--- src/rtl/matrix_result_tx_formatter.sv ---
// Snapshots a result matrix on a start edge and streams it to the UART as ASCII decimal rows: 17-cycle double-dabble per element, one byte per tx_busy handshake.
// tx_busy high stalls the stream indefinitely with nothing dropped; defining MATRIX_TX_HEADER_EN prefixes the body with an "MxN\r\n" header.
module matrix_result_tx_formatter #(
  parameter int         MAX_DIM  = 5,
  parameter int         ELEM_W   = 16,
  parameter logic [7:0] SEP_CHAR = 8'h20
) (
  input  logic                              clk,
  input  logic                              rst_n,
  input  logic                              start,
  input  logic [3:0]                        mat_m,
  input  logic [3:0]                        mat_n,
  input  logic [MAX_DIM*MAX_DIM*ELEM_W-1:0] mat_flat,
  input  logic                              tx_busy,
  output logic [7:0]                        tx_data,
  output logic                              tx_start,
  output logic                              busy,
  output logic                              done,
  output logic                              err
);

  localparam int NEL   = MAX_DIM * MAX_DIM;
  localparam int IDX_W = $clog2(NEL);
  localparam int CNT_W = $clog2(ELEM_W + 1);

  typedef enum logic [2:0] {
    ST_IDLE, ST_LOAD, ST_SHIFT, ST_PICK, ST_SEND, ST_GAP, ST_WAIT, ST_DONE
  } state_t;

  typedef enum logic [3:0] {
    SP_SIGN, SP_LEAD, SP_DIG, SP_SEP, SP_CR, SP_LF, SP_NXTE, SP_NXTR,
    SP_HM, SP_HX, SP_HN, SP_HCR, SP_HLF, SP_HEND
  } step_t;

  state_t             state_q, state_d;
  step_t              step_q, step_d;
  logic               start_q, start_d;
  logic [3:0]         m_q, m_d, n_q, n_d, row_q, row_d, col_q, col_d;
  logic               neg_q, neg_d;
  logic [ELEM_W-1:0]  bin_q, bin_d;
  logic [19:0]        bcd_q, bcd_d;
  logic [CNT_W-1:0]   cnt_q, cnt_d;
  logic [2:0]         dig_q, dig_d;
  logic [7:0]         tx_data_q, tx_data_d;
  logic               tx_start_q, tx_start_d;
  logic               busy_q, busy_d, done_q, done_d, err_q, err_d;

  logic [ELEM_W-1:0]  elem_q [NEL];
  logic               latch_en;
  logic [IDX_W-1:0]   idx;
  logic [ELEM_W-1:0]  elem, mag;
  logic [19:0]        bcd_adj, bcd_sh;
  logic [3:0]         dg, cur_dig;
  logic               bad_dim;

  always_ff @(posedge clk or negedge rst_n) begin
    if (!rst_n) begin
      for (int k = 0; k < NEL; k++) elem_q[k] <= '0;
    end else if (latch_en) begin
      for (int k = 0; k < NEL; k++) elem_q[k] <= mat_flat[k*ELEM_W +: ELEM_W];
    end
  end

  always_ff @(posedge clk or negedge rst_n) begin
    if (!rst_n) begin
      state_q    <= ST_IDLE;
      step_q     <= SP_LEAD;
      start_q    <= 1'b0;
      m_q        <= '0;
      n_q        <= '0;
      row_q      <= '0;
      col_q      <= '0;
      neg_q      <= 1'b0;
      bin_q      <= '0;
      bcd_q      <= '0;
      cnt_q      <= '0;
      dig_q      <= '0;
      tx_data_q  <= 8'h00;
      tx_start_q <= 1'b0;
      busy_q     <= 1'b0;
      done_q     <= 1'b0;
      err_q      <= 1'b0;
    end else begin
      state_q    <= state_d;
      step_q     <= step_d;
      start_q    <= start_d;
      m_q        <= m_d;
      n_q        <= n_d;
      row_q      <= row_d;
      col_q      <= col_d;
      neg_q      <= neg_d;
      bin_q      <= bin_d;
      bcd_q      <= bcd_d;
      cnt_q      <= cnt_d;
      dig_q      <= dig_d;
      tx_data_q  <= tx_data_d;
      tx_start_q <= tx_start_d;
      busy_q     <= busy_d;
      done_q     <= done_d;
      err_q      <= err_d;
    end
  end

  always_comb begin
    state_d    = state_q;
    step_d     = step_q;
    start_d    = start;
    m_d        = m_q;
    n_d        = n_q;
    row_d      = row_q;
    col_d      = col_q;
    neg_d      = neg_q;
    bin_d      = bin_q;
    bcd_d      = bcd_q;
    cnt_d      = cnt_q;
    dig_d      = dig_q;
    tx_data_d  = tx_data_q;
    tx_start_d = 1'b0;
    busy_d     = busy_q;
    done_d     = 1'b0;
    err_d      = 1'b0;
    latch_en   = 1'b0;

    idx  = IDX_W'(row_q) * IDX_W'(MAX_DIM) + IDX_W'(col_q);
    elem = elem_q[idx];
    // Unsigned magnitude: the most negative value maps onto its own bit pattern.
    mag  = elem[ELEM_W-1] ? (~elem + ELEM_W'(1)) : elem;

    dg      = 4'd0;
    bcd_adj = bcd_q;
    for (int k = 0; k < 5; k++) begin
      dg = bcd_q[k*4 +: 4];
      bcd_adj[k*4 +: 4] = (dg >= 4'd5) ? dg + 4'd3 : dg;
    end
    bcd_sh  = bcd_q >> {dig_q, 2'b00};
    cur_dig = bcd_sh[3:0];
    bad_dim = (mat_m == 4'd0) || (mat_m > 4'(MAX_DIM)) ||
              (mat_n == 4'd0) || (mat_n > 4'(MAX_DIM));

    case (state_q)
      ST_IDLE: begin
        if (start && !start_q) begin
          if (bad_dim) begin
            err_d = 1'b1;
          end else begin
            latch_en = 1'b1;
            m_d      = mat_m;
            n_d      = mat_n;
            row_d    = '0;
            col_d    = '0;
            busy_d   = 1'b1;
`ifdef MATRIX_TX_HEADER_EN
            state_d  = ST_PICK;
            step_d   = SP_HM;
`else
            state_d  = ST_LOAD;
`endif
          end
        end
      end
      ST_LOAD: begin
        neg_d   = elem[ELEM_W-1];
        bin_d   = mag;
        bcd_d   = '0;
        cnt_d   = '0;
        state_d = ST_SHIFT;
      end
      ST_SHIFT: begin
        {bcd_d, bin_d} = {bcd_adj, bin_q} << 1;
        cnt_d = cnt_q + CNT_W'(1);
        if (cnt_q == CNT_W'(ELEM_W - 1)) begin
          state_d = ST_PICK;
          dig_d   = 3'd4;
          step_d  = neg_q ? SP_SIGN : SP_LEAD;
        end
      end
      ST_PICK: begin
        case (step_q)
          SP_SIGN: begin
            tx_data_d = 8'h2D;
            step_d    = SP_LEAD;
            state_d   = ST_SEND;
          end
          // Walk down past leading zeros; digit 0 is always printed.
          SP_LEAD: begin
            if (dig_q != 3'd0 && cur_dig == 4'd0) dig_d = dig_q - 3'd1;
            else                                  step_d = SP_DIG;
          end
          SP_DIG: begin
            tx_data_d = 8'h30 + {4'h0, cur_dig};
            state_d   = ST_SEND;
            if (dig_q == 3'd0) step_d = (col_q == n_q - 4'd1) ? SP_CR : SP_SEP;
            else               dig_d  = dig_q - 3'd1;
          end
          SP_SEP: begin
            tx_data_d = SEP_CHAR;
            step_d    = SP_NXTE;
            state_d   = ST_SEND;
          end
          SP_CR: begin
            tx_data_d = 8'h0D;
            step_d    = SP_LF;
            state_d   = ST_SEND;
          end
          SP_LF: begin
            tx_data_d = 8'h0A;
            step_d    = SP_NXTR;
            state_d   = ST_SEND;
          end
          SP_NXTE: begin
            col_d   = col_q + 4'd1;
            state_d = ST_LOAD;
          end
          SP_NXTR: begin
            col_d = '0;
            if (row_q == m_q - 4'd1) begin
              state_d = ST_DONE;
            end else begin
              row_d   = row_q + 4'd1;
              state_d = ST_LOAD;
            end
          end
`ifdef MATRIX_TX_HEADER_EN
          SP_HM: begin
            tx_data_d = 8'h30 + {4'h0, m_q};
            step_d    = SP_HX;
            state_d   = ST_SEND;
          end
          SP_HX: begin
            tx_data_d = 8'h78;
            step_d    = SP_HN;
            state_d   = ST_SEND;
          end
          SP_HN: begin
            tx_data_d = 8'h30 + {4'h0, n_q};
            step_d    = SP_HCR;
            state_d   = ST_SEND;
          end
          SP_HCR: begin
            tx_data_d = 8'h0D;
            step_d    = SP_HLF;
            state_d   = ST_SEND;
          end
          SP_HLF: begin
            tx_data_d = 8'h0A;
            step_d    = SP_HEND;
            state_d   = ST_SEND;
          end
          SP_HEND: state_d = ST_LOAD;
`endif
          default: begin
            busy_d  = 1'b0;
            state_d = ST_IDLE;
          end
        endcase
      end
      ST_SEND: begin
        if (!tx_busy) begin
          tx_start_d = 1'b1;
          state_d    = ST_GAP;
        end
      end
      // tx_start is visible during GAP; the UART's busy is settled by WAIT.
      ST_GAP:  state_d = ST_WAIT;
      ST_WAIT: if (!tx_busy) state_d = ST_PICK;
      ST_DONE: begin
        done_d  = 1'b1;
        busy_d  = 1'b0;
        state_d = ST_IDLE;
      end
      default: state_d = ST_IDLE;
    endcase
  end

  assign tx_data  = tx_data_q;
  assign tx_start = tx_start_q;
  assign busy     = busy_q;
  assign done     = done_q;
  assign err      = err_q;

endmodule

--- config.mk ---
export PLATFORM = sky130hd
export DESIGN_NAME = matrix_result_tx_formatter
export DESIGN_NICKNAME = d
export VERILOG_FILES = /design/src/rtl/matrix_result_tx_formatter.sv
export SDC_FILE = /design/constraint.sdc
export NUM_CORES = 1
export LEC_CHECK = 0
export BUFFER_PORTS_ARGS = -buffer_cell sky130_fd_sc_hd__buf_4
export CAP_MARGIN = 15
export CORE_MARGIN = 3
export CORE_UTILIZATION = 51
export DETAILED_ROUTE_END_ITERATION = 7
export GPL_TIMING_DRIVEN = 0
export PLACE_DENSITY = 0.83
export SLEW_MARGIN = 20
export SYNTH_ARGS = -nofsm -noshare
export SYNTH_HDL_FRONTEND = slang
export SYNTH_SLANG_ARGS = --single-unit
export TNS_END_PERCENT = 100
--- constraint.sdc ---
create_clock -name clk -period 4.35 [get_ports clk]
set_input_delay 0.87 -clock clk [delete_from_list [all_inputs] [get_ports clk]]
set_output_delay 0.87 -clock clk [all_outputs]
set_load 0.01 [all_outputs]
==> results of run 1 <==
flip-flops by register name, summed over array words and instances, names as in the netlist:
name / flops
neg_q: 1
tx_start: 1
dig_q: 3
bcd_q: 20
tx_data: 6
col_q: 4
row_q: 4
start_q: 1
done: 1
bin_q: 16
busy: 1
err: 1
cnt_q: 5
elem_q: 400
m_q: 4
state_q: 3
step_q: 3
n_q: 4
worst max-delay path, cell delays in order (launching register included):
cell and delay (ns):
dfrtp_2 0.47, ha_4 0.30, ha_4 0.21, fa_2 0.66
buf_12 0.17, buf_16 0.18, buf_16 0.17, mux4_2 0.38
mux2i_2 0.26, mux2i_1 0.15, a211o_1 0.35, or3_4 0.43
o31ai_4 0.25, xnor2_1 0.15, o21ai_1 0.07
per-stage QoR:
stage | utilization | setup TNS [ns] | total power (uW)
floorplan | - | 0 | 17000
global placement | 0.612 | -1090.33 | 22100
detailed placement | 0.616 | -16.73 | 22500
CTS | 0.661 | -0.150 | 28500
global route | 0.669 | -0.0502 | 31800
finish | 0.669 | -0.00558 | 30900
layout make-up:
class	instances	share of cell area
antenna	2	0.000171
buffer	150	0.0285
clock buffer	68	0.0470
clock inverter	18	0.00979
inverter	28	0.00372
multi-input combinational	1830	0.354
sequential	478	0.409
tap	585	0.0250
timing repair buffer	459	0.123
where the power goes:
group	internal, uW	switching, uW
sequential	5990	1050
clock	2580	1850
combinational	8150	11300
worst min-delay path by stage:
stage,from,end,slack (ns)
finish,rst_n,tx_data[5],0.15
global route,rst_n,tx_data[5],0.15
global placement,elem_q[110],elem_q[110],0.45
detailed placement,elem_q[79],elem_q[79],0.46
CTS,rst_n,bcd_q[4],0.14
floorplan,elem_q[11],elem_q[11],0.44
routing by layer:
metal / global-route usage / vias to the layer above / routed length [um]
li1: - / 9186 / -
met1: 0.449 / 10500 / 30700
met2: 0.569 / 1431 / 40300
met3: 0.0758 / 338 / 9250
met4: 0.224 / 4 / 6430
met5: 0 / - / 32
cell families after synthesis:
family	Yosys count	synth area share
AND/OR/NAND/NOR	1401	0.239
XOR/XNOR	41	0.0175
adder cells (fa/ha/maj)	29	0.0165
buffers and inverters	178	0.0326
multiplexers	155	0.112
other	1	0.000164
flip-flops	478	0.523
AO/OA/AOI/OAI	202	0.0586
layout by cell type (no fill, tap or decap), types with 9 or more instances in the layout:
cell       Yosys  routed
nand2_1     1263    1263
nand3_1       45      44
clkbuf_8       0       9
ha_1          27      22
clkbuf_16      0      52
dfrtp_1      477     473
and3_1        10      10
inv_1         27      26
nor2_1        35      33
nor3_1        10       9
o21ai_0       53      52
xor2_1        15      14
a21oi_1       41      41
clkbuf_1     106     110
buf_6          4       9
a32o_1        11      10
nand2b_1       9       9
buf_1         15      11
mux4_2        80      80
buf_4          7     457
mux2i_2        1       9
a22oi_1       33      33
xnor2_1       22      22
mux2i_1       70      59
timing repair:
item                       CTS  global route
gates resized for setup     65            40
buffers inserted            13            17
setup endpoints to repair   17            14
gates cloned                 0             3
pin swaps                    3             5
==> metrics.cfg, run 1 <==
[min_path]
min_path_type = input pin to asynchronous set/reset pin

[sta]
fin_crit_sh = 1.00
hold_ws_ns = 0.145
layout_setup_ws_ns = -0.00558
finalHoldViolCount = 0
period_needed_ns = 4.36
max_slew_margin = 0.391
report.final.slew_viol_count = 0
worstMarginPinSlew_ns = 0.913
finalClockSkew_ns = 0.0378
max_freq_mhz = 230
setup-violations-final = 1

[clock_tree]
root_buffer = clkbuf_16
cts_buffers = 49
clock_path_buffers = 3
postCtsHoldBufs = 0
h-tree-depth = 2
clk_latency_ns = 0.63
cts_tree = done
path_clk_slew_ns = 0.06
cts.sinks = 478

[synth]
postSynthAreaPerCell_um2 = 9.21
syn-instance-count = 2485
synth.distinct_cells = 69
synth_area_leaders = dfrtp_1 (52%), nand2_1 (21%), mux4_2 (7.9%), mux2i_1 (3.1%), clkbuf_1 (1.7%)
synth_edf_count = 0
synth_top_area_share = 0.522
syn_area_mm2 = 0.0229
synthFlopType = dfrtp_1
netlist_top_cells_count = nand2_1 (1,263), dfrtp_1 (477), clkbuf_1 (106), mux4_2 (80), mux2i_1 (70)
synth-seq-cells = 478
synth.yosys.seq_area_share = 0.523
yosysMostFrequentCell = nand2_1
synth_top_area_cell = dfrtp_1
synthArstFlopShare = 1.00
ys_warn_count = 0

[power]
p_leak_uw = 0.0153
peakVddDrop_mv = 0.809
power-per-cell-area_mw_per_mm2 = 1060

[cells_and_area]
stdcell_area_mm2 = 0.0293
ff_latch_area_mm2 = 0.0120
areaGrowthSynthToFinish_pct = 28.0
fillers = 3362
drive_gt1_frac = 0.233
multi_input_area_mm2 = 0.0104
nets = 3437
fin_cells = 3618

[placed_design]
dp_cells = 3497
gp_congestion = 0.964
placed_area_mm2 = 0.0269
hpwl_um = 63400
dp_slack_ns = -1.19
port-buffer-count = 421

[die]
die_y_um = 218
initial_core_util = 0.523
core-area_mm2 = 0.0437
die_area_mm2 = 0.0474
io_pins = 424
rows = 76
chipWidth_um = 218

[grt]
grt_antenna_before_repair = 6
grt_max_degree = 107
grt_pass1_vias = 21600
grt_use_total = 0.357
grt_pass1_wl_um = 126000
grt_overflow = 0

[critical_path]
r2r_slack_ns = -0.006
reg2reg_from = row_q[0]
arrival_ns = 4.83
ff2ff_path_depth = 14
start_kind = flop
endpoint_kind = flop
worstSetupPathType = flop to flop
timing.rr.end = bin_q[14]
cp-endpoint = bin_q[14]
crit_fanout = 6
startpoint = row_q[0]
worst_ep_required_time_ns = 4.83

[route]
vias = 21500
drt_iter0_markers = 2788
vias_per_cell = 5.94
drcViolationCount = 0
avgRoutedWirePerCell_um = 24.0
ant_nets = 0
firstDrtPassIters = 6
routed_wl_um = 86700

[status]
status = finished, violations left
failed_checks = negative setup slack

[flow_run]
drv_cap = 0

(Power assumes the default switching activity.)
==> run 2: changes to the inputs <==
==> constraint.sdc (replaced) <==
create_clock -name clk -period 4.35 [get_ports clk]
set_input_delay 0.435 -clock clk [delete_from_list [all_inputs] [get_ports clk]]
set_output_delay 0.435 -clock clk [all_outputs]
set_load 0.01 [all_outputs]
==> metrics.cfg, run 2 (synthesis results as in run 1) <==
[clock_tree]
cts_buffers = 49  ; unchanged
root_buffer = clkbuf_16
cts.sinks = 478  ; unchanged
cts_tree = done
clock_path_buffers = 3  ; unchanged
path_clk_slew_ns = 0.06  ; about the same
clk_latency_ns = 0.63  ; about the same
h-tree-depth = 2  ; unchanged

[sta]
setup-violations-final = 0  ; -1
period_needed_ns = 4.34  ; -0.0157 ns
fin_crit_sh = 0.998  ; -0.00362
rsz0062_at_grt = yes
max_slew_margin = 0.404  ; +0.0135
worstMarginPinSlew_ns = 0.893  ; -0.0202 ns
finalClockSkew_ns = 0.0400  ; +0.00216 ns
layout_setup_ws_ns = 0.0102  ; +0.0157 ns
max_freq_mhz = 230  ; +0.36%
report.final.slew_viol_count = 0  ; unchanged
finalHoldViolCount = 0  ; unchanged

[critical_path]
start_kind = flop
crit_family = adder cells
crit_fanout = 9  ; +3
slowest_delay_ns = 0.57  ; -0.09 ns
path_cells = ha_1 > ha_4 > fa_2 > buf_12 > buf_16 > buf_16 > buf_4 > mux4_2 > mux2i_2 > mux2i_1 > a211oi_2 > nand4b_4 > o41ai_2 > xor2_1 > o21ai_1
worst_ep_required_time_ns = 4.83  ; about the same
worstSetupPathType = flop to flop
cp_num_buf_inv = 4  ; +1
endpoint_kind = flop
path_common_cell = buf_16
arrival_ns = 4.82  ; about the same
cp_slowest_cell = fa_2

[die]
initial_core_util = 0.523  ; unchanged
io_pins = 424  ; unchanged
core-area_mm2 = 0.0437  ; unchanged
die_y_um = 218  ; unchanged
chipWidth_um = 218  ; unchanged
rows = 76  ; unchanged
die_area_mm2 = 0.0474  ; unchanged

[power]
power-per-cell-area_mw_per_mm2 = 1040  ; -1.7%
peakVddDrop_mv = 1.00  ; +24%
p_sw_uw = 14100  ; -1.1%
p_leak_uw = 0.0153  ; +0.27%
pwr-share-seq = 0.231  ; +0.003
internal_power_uw = 16500  ; -1.4%
swShare = 0.460  ; +0.000876
pwr-share-clk = 0.145  ; +0.002
combPwrFrac = 0.624  ; -0.005

[cells_and_area]
largest_reg_flops = 400  ; unchanged
final_cell_mix = nand2_1 (1,263), dfrtp_1 (473), buf_4 (452)
reg_top3 = elem_q (400), bcd_q (20), bin_q (16)
top_register = elem_q
areaGrowthSynthToFinish_pct = 28.5
nets = 3452  ; +0.44%
fin_util = 0.672  ; +0.00297
final_common_cell = nand2_1
drive_gt1_frac = 0.228  ; -0.00476
fillers = 3341  ; -0.62%

[route]
avgRoutedWirePerCell_um = 23.9  ; -0.21%
firstDrtPassIters = 6  ; unchanged
vias_per_cell = 5.94  ; about the same
ant_nets = 0  ; unchanged
routed_wl_um = 86900  ; +0.26%
vias = 21600  ; +0.47%
drt_iter0_markers = 3077  ; +10%
drcViolationCount = 0  ; unchanged

[placed_design]
dp_slack_ns = -1.19  ; unchanged
hpwl_um = 63400  ; unchanged
port-buffer-count = 421  ; unchanged
gp_congestion = 0.964  ; unchanged

[grt]
grt_pass1_wl_um = 127000  ; +0.60%
grt_pass1_vias = 21800  ; +0.94%
grt_max_degree = 107  ; unchanged
grt_antenna_before_repair = 6  ; unchanged
grt_use_total = 0.359  ; +0.00142
grt_overflow = 0  ; unchanged

[min_path]
min_path_type = input pin to flop

[status]
status = finished, final reports clean

[flow_run]
drv_cap = 0  ; unchanged

run 2: cell types whose count changed in the layout (fill, tap and decap cells not counted), sizes merged:
cell and change:
buf -5, diode +2, dlygate4sd3 +21, clkbuf -1
run 2: power by group through the flow:
stage | Sequential (uW) | Clock, uW | Combinational [uW]
2_1_floorplan | 6670 | 0 | 10300
3_3_place_gp | 6920 | 0 | 15200
3_5_place_dp | 7020 | 0 | 15500
4_1_cts | 6970 | 4410 | 17200
5_1_grt | 7170 | 4610 | 19700
6_report | 7040 | 4430 | 19100
run 2: path summary, 6_finish.rpt:
check / startpoint / end / slack (ns) / depth (start not counted)
min in group asynchronous: rst_n / tx_data[5] / 0.31 / 2
min: mat_flat[148] / elem_q[244] / 0.01 / 3
max: row_q[0] / bin_q[13] / 0.01 / 15
max reg2reg: row_q[0] / bin_q[13] / 0.01 / 15
min reg2reg: elem_q[383] / elem_q[383] / 0.47 / 2
max in group asynchronous: rst_n / elem_q[177] / 2.35 / 5
run 2: area by class of cell:
type                            count  area [um2]  area share
Clock inverter                     18         287     0.00974
Timing Repair Buffer              474        3770       0.128
Sequential cell                   478       12000       0.407
Multi-Input combinational cell   1830       10300       0.351
Inverter                           28         109     0.00370
Tap cell                          585         732      0.0249
Antenna cell                        4        10.0    0.000340
Clock buffer                       68        1380      0.0468
Buffer                            150         837      0.0285
run 2: worst min-delay path, cell delays in order:
cell and delay [ns]:
buf_4 0.08, nand2_1 0.04, nand2_1 0.05
run 2: metrics by stage:
| stage | hold WS, ns | instances | instance area, um2 | TNS (ns) | total power (uW) |
|---|---|---|---|---|---|
| floorplan | 0.139 | 2486 | 22900 | 0 | 17000 |
| finish | 0.0110 | 3635 | 29400 | 0 | 30500 |
| CTS | 0.00000461 | 3617 | 29100 | -0.150 | 28600 |
| global route | 0.00666 | 3631 | 29400 | -0.0461 | 31500 |
| global placement | 0.452 | 3492 | 26800 | -882.40 | 22100 |
| detailed placement | 0.333 | 3497 | 26900 | -16.73 | 22500 |
run 2: timing repair:
item / CTS / global route
gates cloned: 0 / 2
resized for setup: 65 / 35
hold endpoints to repair: 57 / 0
setup buffers: 13 / 12
pin swaps: 3 / 3
setup endpoints to repair: 17 / 14
hold buffers: 21 / 0
run 2: layer usage:
layer,wire [um],track usage,vias to the layer above,part of all wire
li1,-,-,9221,-
met5,13,0,-,0.00015
met2,40300,0.570,1482,0.46
met1,30400,0.446,10500,0.35
met3,9480,0.0790,373,0.11
met4,6660,0.235,2,0.077
